===== src/rtl/hazard_pkg.sv =====
// rtl/hazard_pkg.sv - shared select encodings and register constants for hazard_ctrl
// Contents: SEL_RF/SEL_ALU/SEL_SPEC operand mux selects, REG_PC, NUM_REGS,
//           src_active() helper (source read that is not the PC register).
package hazard_pkg;

  localparam logic [1:0] SEL_RF   = 2'b00;
  localparam logic [1:0] SEL_ALU  = 2'b01;
  localparam logic [1:0] SEL_SPEC = 2'b11;

  localparam logic [3:0] REG_PC   = 4'd15;
  localparam int         NUM_REGS = 16;

  // r15 reads come from pc_out, so they never create a data hazard.
  function automatic logic src_active(input logic use_f, input logic [3:0] addr);
    return use_f && (addr != REG_PC);
  endfunction

endpackage


===== src/rtl/load_scoreboard.sv =====
// rtl/load_scoreboard.sv - pending-load scoreboard with per-source lookup
// Ports: clk, rst (sync, active-high); set_en_i/set_addr_i mark a load in flight;
//        clr_en_i/clr_addr_i retire a load writeback; look_*_i register numbers
//        to query, hit_*_o their pending bits; pending_o full vector.
module load_scoreboard
  import hazard_pkg::*;
(
  input  logic                clk,
  input  logic                rst,
  input  logic                set_en_i,
  input  logic [3:0]          set_addr_i,
  input  logic                clr_en_i,
  input  logic [3:0]          clr_addr_i,
  input  logic [3:0]          look_a_i,
  input  logic [3:0]          look_b_i,
  input  logic [3:0]          look_s_i,
  input  logic [3:0]          look_dst_i,
  input  logic [3:0]          look_ldr_i,
  output logic                hit_a_o,
  output logic                hit_b_o,
  output logic                hit_s_o,
  output logic                hit_dst_o,
  output logic                hit_ldr_o,
  output logic [NUM_REGS-1:0] pending_o
);

  logic [NUM_REGS-1:0] pend_q, pend_d;

  // Clear is applied first so a new load to the same register wins.
  always_comb begin
    pend_d = pend_q;
    if (clr_en_i) pend_d[clr_addr_i] = 1'b0;
    if (set_en_i) pend_d[set_addr_i] = 1'b1;
  end

  always_ff @(posedge clk) begin
    if (rst) pend_q <= '0;
    else     pend_q <= pend_d;
  end

  // Lookups use the registered state only: a writeback releases its
  // consumers on the following cycle.
  assign hit_a_o   = pend_q[look_a_i];
  assign hit_b_o   = pend_q[look_b_i];
  assign hit_s_o   = pend_q[look_s_i];
  assign hit_dst_o = pend_q[look_dst_i];
  assign hit_ldr_o = pend_q[look_ldr_i];
  assign pending_o = pend_q;

endmodule


===== src/rtl/hazard_ctrl.sv =====
// rtl/hazard_ctrl.sv - decode-stage hazard, forwarding and stall-watchdog controller
// Optional build macro: HAZARD_FWD_EN (ALU_out forwarding; undefined = stall on ex match).
// Ports: clk, rst (sync, active-high); issue_valid, a/b/s_use, A/B/shift_addr,
//        dst_we/dst, is_ldr/ldr_dst describe the decode instruction; ldr_wb/ldr_wb_addr
//        load writeback; sel_A_in/sel_B_in/sel_shift_in operand mux selects;
//        en_A/en_B/en_S operand enables; stall; stall_err sticky watchdog; pending debug.
module hazard_ctrl
  import hazard_pkg::*;
#(
  parameter int MAX_STALL = 64,
  parameter int CNT_W     = 8
) (
  input  logic                clk,
  input  logic                rst,
  input  logic                issue_valid,
  input  logic                a_use,
  input  logic                b_use,
  input  logic                s_use,
  input  logic [3:0]          A_addr,
  input  logic [3:0]          B_addr,
  input  logic [3:0]          shift_addr,
  input  logic                dst_we,
  input  logic [3:0]          dst,
  input  logic                is_ldr,
  input  logic [3:0]          ldr_dst,
  input  logic                ldr_wb,
  input  logic [3:0]          ldr_wb_addr,
  output logic [1:0]          sel_A_in,
  output logic [1:0]          sel_B_in,
  output logic [1:0]          sel_shift_in,
  output logic                en_A,
  output logic                en_B,
  output logic                en_S,
  output logic                stall,
  output logic                stall_err,
  output logic [NUM_REGS-1:0] pending
);

`ifdef HAZARD_FWD_EN
  localparam bit FWD = 1'b1;
`else
  localparam bit FWD = 1'b0;
`endif

  localparam logic [CNT_W-1:0] CNT_LAST = CNT_W'(MAX_STALL - 1);

  logic             ex_valid_q, ex_valid_d;
  logic [3:0]       ex_dst_q, ex_dst_d;
  logic [CNT_W-1:0] cnt_q, cnt_d;
  logic             err_q, err_d;

  logic act_a, act_b, act_s;
  logic hit_a, hit_b, hit_s, hit_dst, hit_ldr;
  logic ex_m_a, ex_m_b, ex_m_s;
  logic ld_hazard, ex_hazard, fire, wd_hit;

  assign fire = issue_valid & ~stall;

  load_scoreboard u_sb (
    .clk        (clk),
    .rst        (rst),
    .set_en_i   (fire & is_ldr),
    .set_addr_i (ldr_dst),
    .clr_en_i   (ldr_wb),
    .clr_addr_i (ldr_wb_addr),
    .look_a_i   (A_addr),
    .look_b_i   (B_addr),
    .look_s_i   (shift_addr),
    .look_dst_i (dst),
    .look_ldr_i (ldr_dst),
    .hit_a_o    (hit_a),
    .hit_b_o    (hit_b),
    .hit_s_o    (hit_s),
    .hit_dst_o  (hit_dst),
    .hit_ldr_o  (hit_ldr),
    .pending_o  (pending)
  );

  assign act_a = src_active(a_use, A_addr);
  assign act_b = src_active(b_use, B_addr);
  assign act_s = src_active(s_use, shift_addr);

  assign ex_m_a = ex_valid_q & (A_addr == ex_dst_q);
  assign ex_m_b = ex_valid_q & (B_addr == ex_dst_q);
  assign ex_m_s = ex_valid_q & (shift_addr == ex_dst_q);

  assign ld_hazard = (act_a & hit_a) | (act_b & hit_b) | (act_s & hit_s)
                   | (dst_we & hit_dst) | (is_ldr & hit_ldr);

  // Without forwarding an execute-stage match must wait one cycle; the
  // stall itself injects the bubble that clears ex_valid.
  assign ex_hazard = ~FWD & ((act_a & ex_m_a) | (act_b & ex_m_b) | (act_s & ex_m_s));

  assign stall = issue_valid & (ld_hazard | ex_hazard);

  assign en_A = fire;
  assign en_B = fire;
  assign en_S = fire;

  always_comb begin
    sel_A_in = SEL_RF;
    if (a_use && (A_addr == REG_PC)) sel_A_in = SEL_SPEC;
    else if (FWD && ex_m_a)          sel_A_in = SEL_ALU;

    sel_B_in = (FWD && act_b && ex_m_b) ? SEL_ALU : SEL_RF;

    sel_shift_in = SEL_RF;
    if (!s_use)                     sel_shift_in = SEL_SPEC;
    else if (FWD && act_s && ex_m_s) sel_shift_in = SEL_ALU;
  end

  // Watchdog: cnt_q counts earlier consecutive stalled cycles, so the
  // MAX_STALL-th stalled cycle flags immediately and the flag then sticks.
  assign wd_hit    = stall & (cnt_q == CNT_LAST);
  assign stall_err = err_q | wd_hit;

  always_comb begin
    ex_valid_d = fire & dst_we & ~is_ldr;
    ex_dst_d   = fire ? dst : ex_dst_q;
    err_d      = err_q | wd_hit;
    if (!stall)                cnt_d = '0;
    else if (cnt_q == CNT_LAST) cnt_d = cnt_q;
    else                       cnt_d = cnt_q + 1'b1;
  end

  always_ff @(posedge clk) begin
    if (rst) begin
      ex_valid_q <= 1'b0;
      ex_dst_q   <= 4'd0;
      cnt_q      <= '0;
      err_q      <= 1'b0;
    end else begin
      ex_valid_q <= ex_valid_d;
      ex_dst_q   <= ex_dst_d;
      cnt_q      <= cnt_d;
      err_q      <= err_d;
    end
  end

endmodule


===== config.mk =====
export PLATFORM = sky130hd
export DESIGN_NAME = hazard_ctrl
export DESIGN_NICKNAME = d
export VERILOG_FILES = /design/src/rtl/hazard_pkg.sv /design/src/rtl/load_scoreboard.sv /design/src/rtl/hazard_ctrl.sv
export SDC_FILE = /design/constraint.sdc
export NUM_CORES = 1
export LEC_CHECK = 0
export CAP_MARGIN = 5
export CORE_MARGIN = 8
export CORE_UTILIZATION = 35
export CTS_BUF_LIST = sky130_fd_sc_hd__clkbuf_8
export DETAILED_ROUTE_END_ITERATION = 16
export SLEW_MARGIN = 20
export SYNTH_ARGS = -nofsm -noshare
export SYNTH_HDL_FRONTEND = slang
export SYNTH_HIERARCHICAL = 1
export SYNTH_SLANG_ARGS = --single-unit

===== constraint.sdc =====
create_clock -name clk -period 6.15 [get_ports clk]
set_input_delay 0.615 -clock clk [delete_from_list [all_inputs] [get_ports clk]]
set_output_delay 0.615 -clock clk [all_outputs]
set_load 0.01 [all_outputs]

Word level (Yosys, flattened, before mapping)
Cells that the tools add are included.
{"block": "totals", "reg_bits": 30, "input_bits": 33, "out_inout_bits": 27, "wordCells": 77}
{"block": "op_classes", "n_addsub": 1, "magnitude_cmp": 8, "n_eq_ne": 8, "mux": 18, "bitwise_logic": 30, "reduce_logical": 7}
{"operator": "$mux 16", "count": 2}
{"operator": "$lt 4x5->1 const B", "count": 6}
{"operator": "$bmux 1 s4", "count": 5}
{"operator": "$and 1x1->1", "count": 17}
{"operator": "$and 16x16->16", "count": 1}
{"operator": "$not 16->16", "count": 1}
{"operator": "$or 16x16->16", "count": 1}
{"operator": "$eq 4x4->1", "count": 3}
{"operator": "$ne 4x4->1 const B", "count": 3}
{"operator": "$add 8x1->8 const B", "count": 1}
{"operator": "$demux 1 s4", "count": 2}
{"operator": "$eq 8x6->1 const B", "count": 1}
{"operator": "$ge 4x1->1 const B", "count": 2}
{"operator": "$or 1x1->1", "count": 8}
{"operator": "$mux 1", "count": 7}
{"operator": "$logic_and 1x1->1", "count": 6}
{"operator": "$eq 4x4->1 const B", "count": 1}
{"operator": "$mux 2", "count": 2}
{"operator": "$not 1->1", "count": 2}
{"operator": "$reduce_or 2->1", "count": 1}

Depth between registers and ports, before layout
Gate-level depths: netlist of the first run.
{"block": "depth", "depth_word": 13, "ltp_mapped": 11, "ltp_nobuf": 11}

Modules after synthesis
Netlist of the first run, hierarchy kept.
{"mod": "load_scoreboard", "n_inst": 1, "cells_per_inst": 118, "area_per_inst_um2": 1342.5, "seq_area_each_um2": 320.3}
{"mod": "hazard_ctrl", "n_inst": 1, "cells_per_inst": 111, "area_per_inst_um2": 954.7, "seq_area_each_um2": 280.3}

Worst setup path after synthesis of the first run
OpenSTA, ideal clock, no wires.
{"block": "synth_path", "path_kind": "input to register", "from": "input port dst[0]", "to": "register u_sb.pend_q[12], in the netlist u_sb/pending_o[12]", "setup_ps": 70, "arrival_time_ps": 2956, "required_time_ps": 6080, "setup_slack_ps": 3124, "path_stages": 11, "n_path_buf": 0, "path_cell_list": "mux4_1 -> mux2i_1 -> mux2i_1 -> a22o_1 -> a31oi_4 -> nand3_2 -> nor3_4 -> and2_2 -> nor3b_1 -> nand3_1 -> a21oi_1"}
{"block": "synth_between", "elab_chain_cells": 11}
{"element": "from (decl)", "line_no": "hazard_ctrl.sv:23", "rtl": "input logic [3:0] dst,"}
{"element": "$bmux 1 s4", "line_no": "load_scoreboard.sv:46", "rtl": "assign hit_dst_o = pend_q[look_dst_i];"}
{"element": "$mux 1 (not written as such)", "line_no": "load_scoreboard.sv:46"}
{"element": "net hit_dst", "line_no": "hazard_ctrl.sv:53", "rtl": "logic hit_a, hit_b, hit_s, hit_dst, hit_ldr;"}
{"element": "$and 1x1->1", "line_no": "hazard_ctrl.sv:88", "rtl": "| (dst_we & hit_dst) | (is_ldr & hit_ldr);"}
{"element": "$or 1x1->1 (2 in a row)", "line_no": "hazard_ctrl.sv:88"}
{"element": "$or 1x1->1", "line_no": "hazard_ctrl.sv:94", "rtl": "assign stall = issue_valid & (ld_hazard | ex_hazard);"}
{"element": "$and 1x1->1", "line_no": "hazard_ctrl.sv:94"}
{"element": "$not 1->1 (no source line)"}
{"element": "$and 1x1->1", "line_no": "hazard_ctrl.sv:57", "rtl": "assign fire = issue_valid & ~stall;"}
{"element": "net en_A", "line_no": "hazard_ctrl.sv:31", "rtl": "output logic en_A,"}
{"element": "$and 1x1->1", "line_no": "hazard_ctrl.sv:62", "rtl": ".set_en_i (fire & is_ldr),"}
{"element": "$mux 16", "line_no": "load_scoreboard.sv:33", "rtl": "if (set_en_i) pend_d[set_addr_i] = 1'b1;"}
{"element": "to (signal assigned)", "line_no": "load_scoreboard.sv:38", "rtl": "else pend_q <= pend_d;"}
{"element": "to (decl)", "line_no": "load_scoreboard.sv:27", "rtl": "logic [NUM_REGS-1:0] pend_q, pend_d;"}
The timed path passes the listed nets, and every way through them passes these cells. The select of a mux whose other input is x is not followed.
A chain may end at the register's enable or synchronous reset.

Worst setup path in the final report of the first run
{"block": "layout_path", "from": "input port dst[0]", "to": "output port en_S"}
{"block": "layout_between", "elab_chain_cells": 9}
{"element": "$bmux 1 s4", "line_no": "load_scoreboard.sv:46"}
{"element": "$mux 1 (not written as such)", "line_no": "load_scoreboard.sv:46"}
{"element": "net hit_dst", "line_no": "hazard_ctrl.sv:53"}
{"element": "$and 1x1->1", "line_no": "hazard_ctrl.sv:88"}
{"element": "$or 1x1->1 (2 in a row)", "line_no": "hazard_ctrl.sv:88"}
{"element": "$or 1x1->1", "line_no": "hazard_ctrl.sv:94"}
{"element": "$and 1x1->1", "line_no": "hazard_ctrl.sv:94"}
{"element": "$not 1->1 (no source line)"}
{"element": "$and 1x1->1", "line_no": "hazard_ctrl.sv:57"}
{"element": "to (decl)", "line_no": "hazard_ctrl.sv:33", "rtl": "output logic en_S,"}
The timed path passes the listed nets, and every way through them passes these cells. The select of a mux whose other input is x is not followed.

==> out/metrics.cfg, run 1 <==
[synthesis]
synthCells=229
yosys_warnings=6
seq_area_frac_synth_pct=26.1
synth_top_area_share_pct=26.1
ys_seq_elements=30
ys_async_sr_fraction_pct=0
synth-main-ff-cell=dfxtp_1
netlist_area_sq_um=2300
synth.top_cells.by_area=dfxtp_1 26%, mux4_1 23%, mux2i_1 8.7%, xnor2_1 5.0%, nand2_1 4.4%
yosysUniqueCellTypes=44
synth-edff-count=0
syn_area_per_cell_sq_um=10.0
synth_area_leader_cell=dfxtp_1

[detailed_routing]
drtIter0Drc=90
antenna_left=0
detail_route.wl_per_cell_microns=18.7
drt-vias-per-instance=5.63
vias=2044
firstDrtPassIters=4
drc=0
drt-total-wl_microns=6800

[timing]
worstMarginPinSlew_ns=0.794
finalClockSkew_ns=0.0121
setup_viol_count_final=0
rsz0062_at_grt=false
period_needed_ns=4.26
hold_violations=0
slew_viol_final=0
slew_headroom_pct=46.9
fin_ws_ns=1.89
setup-tns-final_ns=0
fmax_ghz=0.235
worst_hold_slack_ns=0.492
final.period_utilization_pct=69.3

[run]
cap_violations=0

[global_route]
grt_start_max_net_pins=20
grt_pass1_vias=2072
grt_overflow=0
antenna_found_initial=0
grt_pass1_wl_microns=10900
track_usage_pct=14.2

[floorplan]
rows=29
die_area_sq_um=9410
io_pins=60
fp.dieH_microns=97.0
die_width_microns=97.0
coreArea_sq_um=6350
initial_core_util_pct=36.2

[worst_setup_path]
worstPathArrival_ns=3.64
r2r_slack_ns=2.96
crit_path_max_fanout=9
startpoint_type=input pin
reg2reg_depth=11
crit_type=in -> out
cp.required_ns=5.53
cp-end-kind=output pin

[cells_and_area]
n_fill_cell=600
fin_util_pct=47.2
nNetsFinal=319
syn2layout_area_growth_pct=30.6
drive_above_1_share_pct=6.64
stdcell_area_sq_um=3000
layout_common_cells=57 x clkdlybuf4s50_1, 30 x dfxtp_1, 27 x nand2_1
antenna_cells=0
final_cells=363
layout_commonest_cell=clkdlybuf4s50_1

[place]
gp_congestion=0.888
pre_cts_slack_ns=1.91
dp_cells=355
port_buffers=57
dpl.hpwl_microns=5060
placed_area_sq_um=2900

[clocking]
clock-sinks=30
clock_latency_ns=0.29
post_cts_buffers=0
clkTransAtPathRegs_ns=0.07
root_buffer=clkbuf_8
cts_max_path_buffers=2
h-tree-depth=2
cts_resized=0
cts-hold-fix-buffers=0
cts_tree=done
cts_inserted_buffers=5

[min_path]
hold_class=reg -> reg
hold_depth=2

[power]
ir_worst_vdd_uv=107
p_total_mw=0.464
cellPowerDensity_nw_per_um2=155
p_leak_nw=1.17

[status]
status=completed

## sequential cells by signal, summed over array words and instances (netlist names)
name	cells
cnt_q	8
ex_dst_q	4
ex_valid_q	1
u_sb/pending_o	16
err_q	1
## worst paths after layout
check,to,startpoint
worst min-delay path,cnt_q[6],cnt_q[7]
worst max register to register,u_sb/pending_o[12],u_sb/pending_o[13]
worst min register to register,cnt_q[6],cnt_q[7]
worst max-delay path,en_S,dst[0]
## cell type report
type	instances	area, sq um	area share [%]
multi-input combinational	184	1610	53.7
sequential	30	601	20.0
timing repair buffer	57	571	19.0
tap	77	96.3	3.21
clock buffer	6	82.6	2.75
inverter	7	26.3	0.876
clock inverter	2	12.5	0.417
## cells by family (layout without fill, tap and decap cells)
family                   count (synthesis)  after routing  synth area share [%]
AND/OR/NAND/NOR                         78             78                  18.4
AO/OA/AOI/OAI                           46             46                  12.8
buffers and inverters                   16             72                  3.92
adder cells (fa/ha/maj)                  1              1                 0.545
multiplexers                            40             40                  31.6
other                                    1              2                 0.163
XOR/XNOR                                17             17                  6.48
flip-flops                              30             30                  26.1
## critical path, stage by stage
cell	delay, ns
clkdlybuf4s50_1	0.60
mux4_1	0.58
mux2i_1	0.19
mux2i_1	0.10
a22o_1	0.24
a31oi_4	0.17
nand3_2	0.12
nor3_4	0.38
clkdlybuf4s50_1	0.63
## power by group
| group | switching [mW] | internal [mW] |
|---|---|---|
| clock | 0.0809 | 0.0899 |
| sequential | 0.00624 | 0.198 |
| combinational | 0.0415 | 0.0480 |
## per-layer routing
layer	global-route usage [%]	vias up	wire, microns
li1	-	991	-
met1	17.3	966	3060
met2	22.8	78	3210
met3	3.84	9	415
met4	6.15	0	117
met5	0	-	0
## synthesized netlist by cell type, drive strengths merged (3+ instances only)
cell	n
nand4	8
nand3	10
mux4	20
dfxtp	30
nor2	11
xnor2	13
inv	6
nor3	3
mux2i	20
xor2	4
a21oi	17
and3	4
buf	7
nand2	27
o21ai	18
No activity file was read; power rests on OpenSTA's default activity.
==> run 2, diff against run 1 <==
- clock period: 6.15 -> 3.8 ns (I/O delays scaled with it)
==> out/metrics.cfg, run 2 (synthesis gave the netlist of run 1 again) <==
[detailed_routing]
drt-total-wl_microns=7130  ; +5.0%
antenna_left=0  ; unchanged
drc=0  ; unchanged
drtIter0Drc=131  ; +46%
detail_route.wl_per_cell_microns=19.2  ; +2.4%
vias=2158  ; +5.6%
firstDrtPassIters=4  ; unchanged
drt-vias-per-instance=5.80  ; +3.0%

[clocking]
cts-hold-fix-buffers=0  ; unchanged
clock-sinks=30  ; unchanged
clock_latency_ns=0.28  ; about the same
cts_tree=done
post_cts_buffers=0  ; unchanged
cts_resized=0  ; unchanged
cts_inserted_buffers=5  ; unchanged
cts_max_path_buffers=2  ; unchanged
root_buffer=clkbuf_8
h-tree-depth=2  ; unchanged
clkTransAtPathRegs_ns=0.07  ; about the same

[timing]
period_needed_ns=3.67
slew_viol_final=0  ; unchanged
fmax_ghz=0.272
setup_viol_count_final=0  ; unchanged
hold_violations=0  ; unchanged
final.period_utilization_pct=96.7
rsz0062_at_grt=false
setup-tns-final_ns=0  ; unchanged
finalClockSkew_ns=0.00862  ; -0.00345 ns
worst_hold_slack_ns=0.492  ; -0.000761 ns

[place]
port_buffers=57  ; unchanged
placed_area_sq_um=2970  ; +2.3%
dpl.hpwl_microns=5320  ; +5.3%
gp_congestion=0.803  ; -9.5%

[cells_and_area]
syn2layout_area_growth_pct=33.5
largest_reg_flops=16  ; unchanged
layout_commonest_cell=clkdlybuf4s50_1
nNetsFinal=328  ; +2.8%
drive_above_1_share_pct=9.49  ; +2.8 points
register_area_sq_um=601  ; unchanged
stdcell_area_sq_um=3070  ; +2.3%
n_fill_cell=586  ; -2.3%
multi_input_area_sq_um=1610  ; unchanged
layout_common_cells=57 x clkdlybuf4s50_1, 30 x dfxtp_1, 27 x nand2_1
antenna_cells=0  ; unchanged

[run]
cap_violations=0  ; unchanged

[floorplan]
coreArea_sq_um=6350  ; unchanged
rows=29  ; unchanged
io_pins=60  ; unchanged
die_width_microns=97.0  ; unchanged
initial_core_util_pct=36.2  ; unchanged
die_area_sq_um=9410  ; unchanged
fp.dieH_microns=97.0  ; unchanged

[worst_setup_path]
cp-end-kind=output pin
cp.required_ns=3.42  ; -2.11 ns
crit_type=in -> out
crit_path_max_fanout=8  ; -1
reg2reg_depth=12  ; +1
startpoint_type=input pin
worstPathArrival_ns=3.29  ; -0.35 ns

[min_path]
hold_class=reg -> reg
hold_depth=2  ; unchanged

[global_route]
grt_overflow=0  ; unchanged
track_usage_pct=14.5  ; +0.38 points
antenna_found_initial=0  ; unchanged
grt_start_max_net_pins=20  ; unchanged
grt_pass1_wl_microns=11300  ; +3.6%
grt_pass1_vias=2206  ; +6.5%

[status]
status=completed

[power]
p_total_mw=0.755  ; +63%
ir_worst_vdd_uv=157  ; +47%
p_leak_nw=1.22  ; +3.7%
cellPowerDensity_nw_per_um2=246  ; +59%

==> run 2: final timing paths <==
kind                            slack (ns)                  to                from
worst min-delay path                  0.49            cnt_q[6]            cnt_q[7]
worst max register to register        0.87  u_sb/pending_o[12]  u_sb/pending_o[10]
worst max-delay path                  0.13           stall_err          ldr_dst[0]
worst min register to register        0.49            cnt_q[6]            cnt_q[7]
==> run 2: power breakdown <==
group	total, mW	leakage, nW	switching [mW]	internal, mW
registers	0.330	0.243	0.0103	0.320
logic	0.152	0.929	0.0685	0.0837
clock network	0.273	0.0472	0.127	0.146
==> run 2: area by class of cell <==
| type | count | area share, % |
|---|---|---|
| Clock buffer | 6 | 2.69 |
| Tap cell | 77 | 3.14 |
| Inverter | 7 | 0.857 |
| Timing Repair Buffer | 66 | 20.8 |
| Multi-Input combinational cell | 184 | 52.5 |
| Clock inverter | 2 | 0.408 |
| Sequential cell | 30 | 19.6 |
==> run 2: per-layer routing <==
layer  wire length (microns)  GRT usage (%)
met1                    3190           16.9
met4                      38           3.67
met5                       0              0
met3                     528           4.34
met2                    3380           25.3
==> run 2: critical path, stage by stage <==
cell,delay [ns]
clkdlybuf4s50_1,0.63
mux4_1,0.59
mux2i_1,0.14
mux2i_1,0.11
a22o_1,0.24
a31oi_4,0.18
o211ai_1,0.16
o21a_1,0.24
a21o_1,0.16
clkdlybuf4s50_1,0.47
==> run 2: through the flow <==
stage / std cells / setup WS (ns) / util (%)
2_1_floorplan: 230 / 1.01 / -
3_3_place_gp: 364 / 0.202 / 46.8
3_5_place_dp: 364 / 0.146 / 46.8
4_1_cts: 372 / 0.141 / 48.3
5_1_grt: 372 / 0.000291 / 48.3
6_report: 372 / 0.127 / 48.3
